--- config.mk ---
export PLATFORM = sky130hd
export DESIGN_NAME = comb_op_sequencer_flat
export DESIGN_NICKNAME = d
export VERILOG_FILES = /design/src/rtl/comb_op_sequencer_if.sv /design/src/rtl/comb_op_sequencer.sv /design/src/flat_wrapper.sv
export SDC_FILE = /design/constraint.sdc
export NUM_CORES = 1
export LEC_CHECK = 0
export ABC_AREA = 0
export BUFFER_PORTS_ARGS = -buffer_cell sky130_fd_sc_hd__buf_2
export CAP_MARGIN = 20
export CORE_MARGIN = 2
export CORE_UTILIZATION = 50
export DETAILED_ROUTE_END_ITERATION = 8
export PLACE_DENSITY = 0.76
export RECOVER_POWER = 100
export SLEW_MARGIN = 20
export SYNTH_ARGS = -nofsm -noshare
export SYNTH_HDL_FRONTEND = slang
export SYNTH_SLANG_ARGS = --single-unit
export TNS_END_PERCENT = 50
--- constraint.sdc ---
create_clock -name clk -period 3.1 [get_ports clk]
set_clock_uncertainty 0.2 [all_clocks]
set_input_delay 0.62 -clock clk [delete_from_list [all_inputs] [get_ports clk]]
set_output_delay 0.62 -clock clk [all_outputs]
set_load 0.005 [all_outputs]
--- src/rtl/comb_op_sequencer_if.sv ---
// comb_op_sequencer_if: command and result handshake bundle of comb_op_sequencer.
// master drives commands and accepts results; slave is the sequencer.
interface comb_op_sequencer_if #(
  parameter int REPEAT_W = 4
);
  logic                cmd_valid;
  logic                cmd_ready;
  logic [7:0]          cmd_data;
  logic [1:0]          cmd_const;
  logic [1:0]          cmd_op;
  logic [REPEAT_W-1:0] cmd_repeat;
  logic                res_valid;
  logic                res_ready;
  logic [7:0]          res_data;
  logic                res_zero;
  logic [REPEAT_W:0]   res_iters;

  modport master (
    output cmd_valid, cmd_data, cmd_const, cmd_op, cmd_repeat, res_ready,
    input  cmd_ready, res_valid, res_data, res_zero, res_iters
  );

  modport slave (
    input  cmd_valid, cmd_data, cmd_const, cmd_op, cmd_repeat, res_ready,
    output cmd_ready, res_valid, res_data, res_zero, res_iters
  );
endinterface

--- src/rtl/comb_op_sequencer.sv ---
// comb_op_sequencer: iterates the 8-bit constant ALU, feeding its result back
// as the next operand for cmd_repeat+1 rounds, then offers the final value.
// Optional feature: define SEQ_ZERO_STOP_EN to end a command early on the
// first iteration whose ALU result is zero.
module comb_op_sequencer #(
  parameter int REPEAT_W = 4
) (
  input  logic                   clk,
  input  logic                   reset_n,
  comb_op_sequencer_if.slave     bus,
  output logic [7:0]             alu_input,
  output logic [1:0]             alu_const_sel,
  output logic [1:0]             alu_op,
  input  logic [7:0]             alu_output,
  input  logic                   alu_status
);

  typedef enum logic [1:0] {IDLE, RUN, DONE} state_t;

  localparam logic [REPEAT_W:0]   ITER_ONE = 1;
  localparam logic [REPEAT_W-1:0] CNT_ONE  = 1;

  state_t              state;
  logic [REPEAT_W-1:0] cnt;
  logic [REPEAT_W:0]   iters;
  logic [REPEAT_W:0]   iters_nxt;
  logic                stop;

  assign iters_nxt = iters + ITER_ONE;

`ifdef SEQ_ZERO_STOP_EN
  // a zero result finishes the command; that iteration still counts
  assign stop = (cnt == '0) || alu_status;
`else
  // fixed iteration count; status is not consulted
  logic unused_alu_status;
  assign unused_alu_status = alu_status;
  assign stop = (cnt == '0);
`endif

  // Command FSM; alu_input doubles as the accumulator while in RUN, and every
  // output is a register so nothing on cmd_*/res_ready reaches an output combinationally.
  always_ff @(posedge clk or negedge reset_n) begin
    if (!reset_n) begin
      state         <= IDLE;
      cnt           <= '0;
      iters         <= '0;
      alu_input     <= '0;
      alu_const_sel <= '0;
      alu_op        <= '0;
      bus.cmd_ready <= 1'b1;
      bus.res_valid <= 1'b0;
      bus.res_data  <= '0;
      bus.res_zero  <= 1'b0;
      bus.res_iters <= '0;
    end else begin
      case (state)
        IDLE: begin
          if (bus.cmd_valid) begin
            state         <= RUN;
            cnt           <= bus.cmd_repeat;
            iters         <= '0;
            alu_input     <= bus.cmd_data;
            alu_const_sel <= bus.cmd_const;
            alu_op        <= bus.cmd_op;
            bus.cmd_ready <= 1'b0;
          end
        end
        RUN: begin
          iters <= iters_nxt;
          if (stop) begin
            state         <= DONE;
            alu_input     <= '0;
            alu_const_sel <= '0;
            alu_op        <= '0;
            bus.res_valid <= 1'b1;
            bus.res_data  <= alu_output;
            bus.res_zero  <= (alu_output == 8'd0);
            bus.res_iters <= iters_nxt;
          end else begin
            cnt       <= cnt - CNT_ONE;
            alu_input <= alu_output;
          end
        end
        DONE: begin
          if (bus.res_ready) begin
            state         <= IDLE;
            bus.cmd_ready <= 1'b1;
            bus.res_valid <= 1'b0;
            bus.res_data  <= '0;
            bus.res_zero  <= 1'b0;
            bus.res_iters <= '0;
          end
        end
        default: state <= IDLE;
      endcase
    end
  end

endmodule

--- src/flat_wrapper.sv ---
// flat-port wrapper written by rule: the top's interface ports become plain ports
module comb_op_sequencer_flat 
#(
  parameter int REPEAT_W = 4
)
  (clk, reset_n, alu_input, alu_const_sel, alu_op, alu_output, alu_status, bus_cmd_valid, bus_cmd_data, bus_cmd_const, bus_cmd_op, bus_cmd_repeat, bus_res_ready, bus_cmd_ready, bus_res_valid, bus_res_data, bus_res_zero, bus_res_iters);
  comb_op_sequencer_if #(.REPEAT_W(REPEAT_W)) bus_i ();
  input  logic clk;
  input  logic reset_n;
  output logic [7:0] alu_input;
  output logic [1:0] alu_const_sel;
  output logic [1:0] alu_op;
  input  logic [7:0] alu_output;
  input  logic alu_status;
  input wire logic [$bits(bus_i.cmd_valid)-1:0] bus_cmd_valid;
  input wire logic [$bits(bus_i.cmd_data)-1:0] bus_cmd_data;
  input wire logic [$bits(bus_i.cmd_const)-1:0] bus_cmd_const;
  input wire logic [$bits(bus_i.cmd_op)-1:0] bus_cmd_op;
  input wire logic [$bits(bus_i.cmd_repeat)-1:0] bus_cmd_repeat;
  input wire logic [$bits(bus_i.res_ready)-1:0] bus_res_ready;
  output wire logic [$bits(bus_i.cmd_ready)-1:0] bus_cmd_ready;
  output wire logic [$bits(bus_i.res_valid)-1:0] bus_res_valid;
  output wire logic [$bits(bus_i.res_data)-1:0] bus_res_data;
  output wire logic [$bits(bus_i.res_zero)-1:0] bus_res_zero;
  output wire logic [$bits(bus_i.res_iters)-1:0] bus_res_iters;
  assign bus_i.cmd_valid = bus_cmd_valid;
  assign bus_i.cmd_data = bus_cmd_data;
  assign bus_i.cmd_const = bus_cmd_const;
  assign bus_i.cmd_op = bus_cmd_op;
  assign bus_i.cmd_repeat = bus_cmd_repeat;
  assign bus_i.res_ready = bus_res_ready;
  assign bus_cmd_ready = bus_i.cmd_ready;
  assign bus_res_valid = bus_i.res_valid;
  assign bus_res_data = bus_i.res_data;
  assign bus_res_zero = bus_i.res_zero;
  assign bus_res_iters = bus_i.res_iters;
  comb_op_sequencer #(.REPEAT_W(REPEAT_W)) u_core (.clk(clk), .reset_n(reset_n), .bus(bus_i), .alu_input(alu_input), .alu_const_sel(alu_const_sel), .alu_op(alu_op), .alu_output(alu_output), .alu_status(alu_status));
endmodule
* Word-level counts from Yosys, hierarchy flattened
Index checks and enable logic that the tools add are counted.
Cells by class: $add $sub $neg 2, eq/ne operators 6, mux-type cells 31, reduce and logical (&&, ||, !) cells 12
Operators by type and width (number):
- $mux W8 | 4
- $pmux W8 S2 | 2
- $pmux W5 S2 | 2
- $mux W5 | 3
- $reduce_and A3 Y1 | 5
- $mux W2 | 6
- $logic_not A8 Y1 | 1
- $mux W4 | 2
- $pmux W2 S2 | 2
- $pmux W4 S2 | 1
- $ne A2 B2 Y1 const B | 3
- $pmux W1 S2 | 3
- $pmux W2 S3 | 1
- $reduce_bool A2 Y1 | 3
- $add A5 B1 Y5 const B | 1
- $mux W1 | 5
- $logic_not A4 Y1 | 1
- $sub A4 B1 Y4 const B | 1
- $eq A2 B1 Y1 const B | 1
- $eq A2 B2 Y1 const B | 1
- $logic_not A2 Y1 | 1
- $ne A2 B1 Y1 const B | 1
- $reduce_and A2 Y1 | 1
Word-level totals: register bits after elaboration 39, bits of input ports 29, output and inout bits 28, word-level logic and storage cells 62

* Longest topological paths before layout
Gate-level depths: netlist (run 1).
word-level depth 3, mapped depth 6

* Least setup slack after synthesis (run 1)
Ideal clock, no wire load.
path type register -> register, start register u_core.cnt[0], end register u_core.bus.res_iters[1], arrival 1.465 ns, setup slack 1.313 ns, stages on the path, launching flop included 7, buffers on the path 1, clock period less this slack 1.787 ns, cell sequence dfrtp_1 -> inv_1 -> ha_1 -> nor3b_1 -> a2bb2oi_2 -> buf_4 -> a32o_1
On the way: cells in the longest elaborated chain, start to end 3
RTL lines:
- start: declaration | RTL line comb_op_sequencer.sv:24 | logic [REPEAT_W-1:0] cnt;
- start signal: assignment | RTL line comb_op_sequencer.sv:61 | cnt <= bus.cmd_repeat;
- start signal: assignment | RTL line comb_op_sequencer.sv:81 | cnt <= cnt - CNT_ONE;
- $logic_not A4 Y1 | RTL line comb_op_sequencer.sv:38 | assign stop = (cnt == '0);
- $ne A2 B1 Y1 (no source line)
- $reduce_and A3 Y1 (no source line)
- end signal: assignment | RTL line comb_op_sequencer.sv:79 | bus.res_iters <= iters_nxt;
- end: declaration | RTL line comb_op_sequencer_if.sv:25 | output cmd_ready, res_valid, res_data, res_zero, res_iters
No other way between the ends. A chain may end at the register's enable or synchronous reset.

* Worst setup path in the final report (run 1)
start register u_core.state[1], end register u_core.bus.res_iters[3]
On the way: cells in the longest elaborated chain, start to end 3, elaborated cells on any way between the ends 7, those cells by class eq/ne (4); mux (1); reduce/logical (2)
RTL lines:
- start: declaration | RTL line comb_op_sequencer.sv:23 | state_t state;
- start signal: assignment | RTL line comb_op_sequencer.sv:45 | state <= IDLE;
- start signal: assignment | RTL line comb_op_sequencer.sv:60 | state <= RUN;
- start signal: assignment | RTL line comb_op_sequencer.sv:72 | state <= DONE;
- $eq A2 B2 Y1 or $eq A2 B1 Y1 (tied branches) | RTL line comb_op_sequencer.sv:57 | case (state)
- $ne A2 B2 Y1 (no source line), or another cell as far along
- $reduce_and A3 Y1 (no source line)
Several ways; a longest one is shown, not always the timed one.

==> qor.csv, run 1 <==
stage,metric,value,unit
routing,viasPerCell,5.480,
routing,vias,1485,
synthesis,syn-cell-area,1836,um2
setup_path,crit_arrival,2500,ps
grt,grt_start_max_net_pins,40,
pwr,max-vdd-ir-drop,0.4160,mV
setup_path,worstPathRequired,3120,ps
setup_path,r2r_slack,620,ps
sta,period_minus_slack,2484,ps
cts,htree_num_levels,2,
die,dieArea,4172,um2
synthesis,synth_nets,201,
synthesis,yosysTopAreaCellShare,0.5181,
cts,postCtsSetupBuffers,0,
grt,grt_pass1_wl,6.665,mm
min_path,min_from,u_core.bus.res_iters[4],
sta,rsz0062_at_grt,no,
setup_path,r2r-start,u_core.state[1],
synthesis,ys_seq_area_frac,0.5324,
pwr,power,2245,uW
place,io_buffer_count,55,
layout,n_fill_cell,327,
synthesis,synth_enable_flop_cells,0,
setup_path,crit_path_max_fanout,15,
setup_path,cp-start-kind,flip-flop,
cts,clk_pin_slew_worst_paths,70,ps
layout,antenna_cells,0,
sta,setup_tns,0,ps
cts,cts_tree,done,
setup_path,cp_cell_sequence,and2b_1 -> a2bb2oi_1 -> a22o_1,
synthesis,synth_top_area_cell,dfrtp_1,
setup_path,reg2regPathDepth,3,
outcome,violations,"capacitance limit, slew limit",
grt,met2_usage,0.3138,
synthesis,synth-seq-cells,39,
synthesis,async_flop_share,1.000,
layout,nNetsFinal,253,
grt,use_met3,0.06424,
die,rows,22,
routing,wire_per_inst,15.30,um
die,start_util,0.5090,
grt,use_met1,0.3015,
cts,cts_root_buffer,clkbuf_8,
setup_path,r2r_end,u_core.bus.res_iters[3],
sta,worst_pin_slew,2029,ps
cts,cts.sinks,39,
synthesis,synthDistinctLibCells,40,
routing,antenna_left,0,
cts,numCtsBuffers,5,
flow_run,maxCapViolCount,1,
grt,busiest_layer,met2,
layout,final_cells,271,
die,io_pins,57,
die,core,3606,um2
setup_path,path_buf_inv,0,
place,place_area,2111,um2
sta,finalHoldViolations,0,
setup_path,cp_slowest_cell,a2bb2oi_1,
pwr,power.density,1046,nW/um2
setup_path,path_delay_family,compound AO/OA/AOI/OAI gates,
sta,final_max_slew_viol_count,40,
grt,track_usage,0.2138,
layout,drive_gt1_frac,0.2332,
routing,finalWirelength,4.146,mm
routing,initialDrtViolationCount,85,
synthesis,synth_top_flop_cell,dfrtp_1,
cts,cts_hold_buf,0,
grt,grt_pass1_vias,1364,
sta,timing.final.crit_share,0.8014,
setup_path,slowest_delay,910,ps
cts,cts_resized,0,
die,die_x,64.59,um
routing,firstDrtPassIters,4,
grt,grt-ovfl-total,0,
cts,cts_buffer_depth,2,
sta,fmax,402.5,MHz
place,gp_congestion,0.8440,
synthesis,ys_warn_count,0,
setup_path,crit_type,flip-flop to flip-flop,
synthesis,syn_avg_cell_area,10.80,um2
min_path,min_to,u_core.bus.res_iters[4],
place,dpl.hpwl,2.833,mm
sta,relSlewSlack,-0.3526,
setup_path,endpoint_kind,flip-flop,
sta,setup_violations,0,
pwr,p_leak,0.001008,uW
layout,utilization,0.5951,
layout,stdcell_area,2146,um2
layout,syn2layout_area_growth,16.91,%
grt,antenna_found_initial,0,
place,dp.cells,263,
min_path,min_path_cells,1,
routing,drc,0,
min_path,hp-class,flip-flop to flip-flop,
outcome,status,finished with violations,
synthesis,syn_inst,170,
synthesis,synthTopCellsByArea,"dfrtp_1, a22o_1, o2bb2ai_1, nand2_1, a21oi_1",
die,die_h,64.59,um
cts,clock_latency,290,ps
-- cell families after synthesis --
group,after synthesis,share of synthesized area
AND/OR/NAND/NOR,54,0.1650
buffers and inverters,15,0.04294
adder cells (fa/ha/maj),2,0.01363
AO/OA/AOI/OAI,56,0.2263
multiplexers,1,0.005454
XOR/XNOR,3,0.01432
flip-flops,39,0.5324
-- worst max path at each step --
| stage | start | endpoint | slack [ps] | depth (start not counted) |
|---|---|---|---|---|
| after global placement | u_core.state[0] | u_core.bus.res_data[4] | 1030 | 3 |
| final | u_core.state[1] | u_core.bus.res_iters[3] | 620 | 3 |
| after floorplan | u_core.cnt[0] | u_core.bus.res_iters[1] | 1310 | 6 |
| after detailed placement | u_core.cnt[0] | u_core.bus.res_iters[2] | 1020 | 5 |
| after CTS | u_core.cnt[0] | u_core.bus.res_iters[3] | 980 | 5 |
| after global routing | u_core.state[1] | u_core.bus.res_iters[3] | 400 | 3 |
-- where the power goes --
| group | switching (uW) | internal (uW) | leakage (uW) |
|---|---|---|---|
| sequential | 185 | 733 | 0.000483 |
| combinational | 554 | 453 | 0.000486 |
| clock | 161 | 160 | 0.0000395 |
-- registers in the layout, summed over array words and instances, names as in the netlist --
register / cells
u_core.alu_const_sel: 2
u_core.alu_input: 8
u_core.alu_op: 2
u_core.bus.cmd_ready: 1
u_core.bus.res_data: 8
u_core.bus.res_iters: 5
u_core.bus.res_valid: 1
u_core.bus.res_zero: 1
u_core.cnt: 4
u_core.iters: 5
u_core.state: 2
-- synth_stat cells, types with 2 or more instances --
cell and number:
dfrtp_1 38, nand2_1 14, a22o_1 13, a21oi_1 10, nand3_1 10, nor2_1 9
a31oi_1 8, o2bb2ai_1 8, o21ai_0 7, buf_2 6, nor2b_1 6, inv_1 5
nor3b_1 3, buf_4 2, ha_1 2, nand2b_1 2, nor4_1 2, o21bai_1 2
xor2_1 2
-- worst register-to-register path, cell delays in order (launching register included) --
cell       delay (ps)
dfrtp_1           630
and2b_1           410
a2bb2oi_1         910
a22o_1            270
-- routing by layer --
layer | share of wire | vias to the layer above | routed length [um]
li1 | - | 727 | -
met1 | 0.47 | 726 | 1928
met4 | 0.0070 | 0 | 29
met5 | 0 | - | 0
met3 | 0.036 | 2 | 149
met2 | 0.49 | 30 | 2039
-- final cells by class --
cell class              count  area, um2  area share
inverters                   5      18.77    0.008746
repair buffers             55      261.5      0.1219
flip-flops and latches     39      977.2      0.4554
clock buffers               8      80.08     0.03732
well taps                  48      60.06     0.02799
multi-input cells         116      748.2      0.3487
-- stage by stage --
step           setup WS (ps)  hold WS [ps]
3_5_place_dp            1018         277.9
5_1_grt                400.9         316.1
4_1_cts                977.8         263.2
2_1_floorplan           1313         124.4
6_report               615.5         294.5
3_3_place_gp            1032         277.0
-- placed cells by master, fill, tap and decap left out, types with 2 or more instances in the layout --
| cell type | instances |
|---|---|
| nor4_1 | 2 |
| o21bai_1 | 2 |
| ha_1 | 2 |
| nor3b_1 | 3 |
| nand2b_1 | 2 |
| o2bb2ai_1 | 8 |
| a21oi_1 | 10 |
| clkbuf_8 | 5 |
| dfrtp_1 | 38 |
| nand3_1 | 10 |
| a31oi_1 | 8 |
| clkbuf_1 | 12 |
| nor2_1 | 9 |
| nand2_1 | 14 |
| buf_2 | 44 |
| buf_1 | 2 |
| inv_1 | 5 |
| a22o_1 | 13 |
| nor3_1 | 2 |
| nor2b_1 | 6 |
| o21ai_0 | 8 |
| xor2_1 | 2 |
No activity file was read; power rests on OpenSTA's default activity.
==> inputs of run 2 (changes only) <==
- clock period: 3.1 -> 2.3 ns (I/O delays scaled with it)
==> qor.csv, run 2 (synthesis results as in run 1) <==
stage,metric,value,unit,change
outcome,status,"finished, final reports clean",,
place,io_buffer_count,55,,unchanged
pwr,seqPwrFrac,0.375,,-0.034
setup_path,cp_slowest_cell,a2bb2oi_2,,
pwr,pwr-share-comb,0.470,,+0.022
setup_path,cp_cell_sequence,inv_1 -> ha_1 -> nor3b_1 -> clkbuf_1 -> a2bb2oi_2 -> a22o_1,,
cts,postCtsSetupBuffers,0,,unchanged
sta,relSlewSlack,0.5612,,+0.9138
sta,setup_violations,0,,unchanged
setup_path,cp-start-kind,flip-flop,,
setup_path,endpoint_kind,flip-flop,,
pwr,p_leak,0.001061,uW,+5.2%
setup_path,crit_path_max_fanout,13,,-2
pwr,power.density,1424,nW/um2,+36%
sta,final_max_slew_viol_count,0,,-100%
sta,setup_tns,0,ps,unchanged
layout,layout_commonest_cell,buf_2,,
routing,vias,1484,,-0.067%
layout,drive_gt1_frac,0.2672,,+0.03406
cts,cts_tree,done,,
grt,antenna_found_initial,0,,unchanged
sta,timing.final.crit_share,0.8676,,+0.06617
cts,cts.sinks,39,,unchanged
pwr,max-vdd-ir-drop,0.6410,mV,+54%
routing,finalWirelength,4.087,mm,-1.4%
die,dieArea,4172,um2,unchanged
pwr,p_int,1956,uW,+45%
cts,cts_hold_buf,1,,+1
sta,fmax,501.1,MHz,+25%
die,io_pins,57,,unchanged
grt,grt_start_max_net_pins,28,,-30%
grt,track_usage,0.2162,,+0.002366
layout,final_cell_mix,"buf_2, dfrtp_1, nand2_1, clkbuf_1, a22o_1",,
cts,clock_latency,290,ps,about the same
cts,clk_pin_slew_worst_paths,70,ps,about the same
layout,reg_top3,"u_core.alu_input: 8 flops, u_core.bus.res_data: 8 flops",,
routing,viasPerCell,5.300,,-3.3%
setup_path,crit_arrival,2020,ps,-480 ps
layout,syn2layout_area_growth,22.22,%,
layout,stdcell_area,2243,um2,+4.5%
pwr,p_sw,1239,uW,+38%
layout,antenna_cells,0,,unchanged
routing,firstDrtPassIters,4,,unchanged
die,die_h,64.59,um,unchanged
die,die_x,64.59,um,unchanged
place,gp_congestion,0.8408,,-0.38%
routing,initialDrtViolationCount,107,,+26%
grt,grt_pass1_wl,6.796,mm,+2.0%
sta,finalHoldViolations,0,,unchanged
sta,period_minus_slack,1996,ps,-489.0 ps
cts,htree_num_levels,2,,unchanged
grt,grt_pass1_vias,1387,,+1.7%
cts,cts_root_buffer,clkbuf_8,,
sta,worst_pin_slew,658.2,ps,-1371 ps
pwr,clkPwrFrac,0.156,,+0.013
grt,grt-ovfl-total,0,,unchanged
setup_path,crit_type,flip-flop to flip-flop,,
cts,numCtsBuffers,5,,unchanged
min_path,hp-class,primary input to flip-flop,,
routing,antenna_left,0,,unchanged
setup_path,slowest_delay,510,ps,-400 ps
cts,cts_resized,0,,unchanged
place,dpl.hpwl,3.033,mm,+7.1%
pwr,p_sw_frac,0.3878,,-0.01281
setup_path,worstPathRequired,2330,ps,-790 ps
routing,drc,0,,unchanged
cts,cts_buffer_depth,2,,unchanged
flow_run,maxCapViolCount,0,,-1
die,start_util,0.5090,,unchanged
place,place_area,2171,um2,+2.8%
sta,rsz0062_at_grt,no,,
layout,nNetsFinal,262,,+3.6%
die,rows,22,,unchanged
die,core,3606,um2,unchanged
routing,wire_per_inst,14.60,um,-4.6%
-- run 2: cell types whose count changed in the layout (fill, tap and decap cells not counted), sizes merged --
cell / delta
clkbuf: +5
dlygate4sd3: +1
buf: +3
-- run 2: power by group through the flow --
stage / sequential (uW) / clock [uW] / combinational (uW)
6_report: 1200 / 498 / 1500
5_1_grt: 1240 / 533 / 1700
4_1_cts: 1200 / 507 / 1560
3_5_place_dp: 1210 / 0 / 1550
3_3_place_gp: 1200 / 0 / 1510
2_1_floorplan: 1180 / 0 / 1090
-- run 2: worst max-delay path, delay by kind of cell (launching register included) --
family / cells / cell delay [ps]
buf+inv: 2 / 210
simple gates: 1 / 140
flops: 1 / 400
fa+ha+maj: 1 / 220
compound gates: 2 / 750
-- run 2: stage by stage --
step	setup WS [ps]	hold WS (ps)	total power (uW)	cells	utilization
floorplan	513.4	-35.59	2269	170	-
global placement	373.9	274.5	2705	271	0.6020
detailed placement	327.0	277.6	2757	271	0.6020
CTS	321.8	183.7	3265	280	0.6325
global route	150.1	210.4	3476	280	0.6221
finish	304.5	181.9	3195	280	0.6221
-- run 2: final timing paths --
| check | from | endpoint | slack (ps) | depth (start not counted) |
|---|---|---|---|---|
| setup / recovery | u_core.cnt[0] | u_core.bus.res_iters[3] | 300 | 6 |
| hold / removal | bus_res_ready | u_core.state[1] | 180 | 2 |
| setup reg to reg | u_core.cnt[0] | u_core.bus.res_iters[3] | 300 | 6 |
| hold reg to reg | u_core.bus.res_iters[4] | u_core.bus.res_iters[4] | 290 | 1 |
| max in group asynchronous | reset_n | u_core.bus.res_data[0] | 640 | 3 |
| min in group asynchronous | reset_n | u_core.cnt[1] | 520 | 2 |
-- run 2: area by class of cell --
| type | instances | area [um2] |
|---|---|---|
| fillers | 321 | 1363 |
| repair buffers | 64 | 319.1 |
| inverters | 5 | 18.77 |
| well taps | 48 | 60.06 |
| flip-flops and latches | 39 | 977.2 |
| multi-input cells | 116 | 768.2 |
| clock buffers | 8 | 100.1 |
-- run 2: layer usage --
| layer | global-route usage | vias to the layer above | wire length [um] |
|---|---|---|---|
| li1 | - | 741 | - |
| met1 | 0.3036 | 710 | 1867 |
| met2 | 0.3359 | 26 | 2018 |
| met3 | 0.04688 | 7 | 142 |
| met4 | 0.07181 | 0 | 58 |
| met5 | 0 | - | 0 |
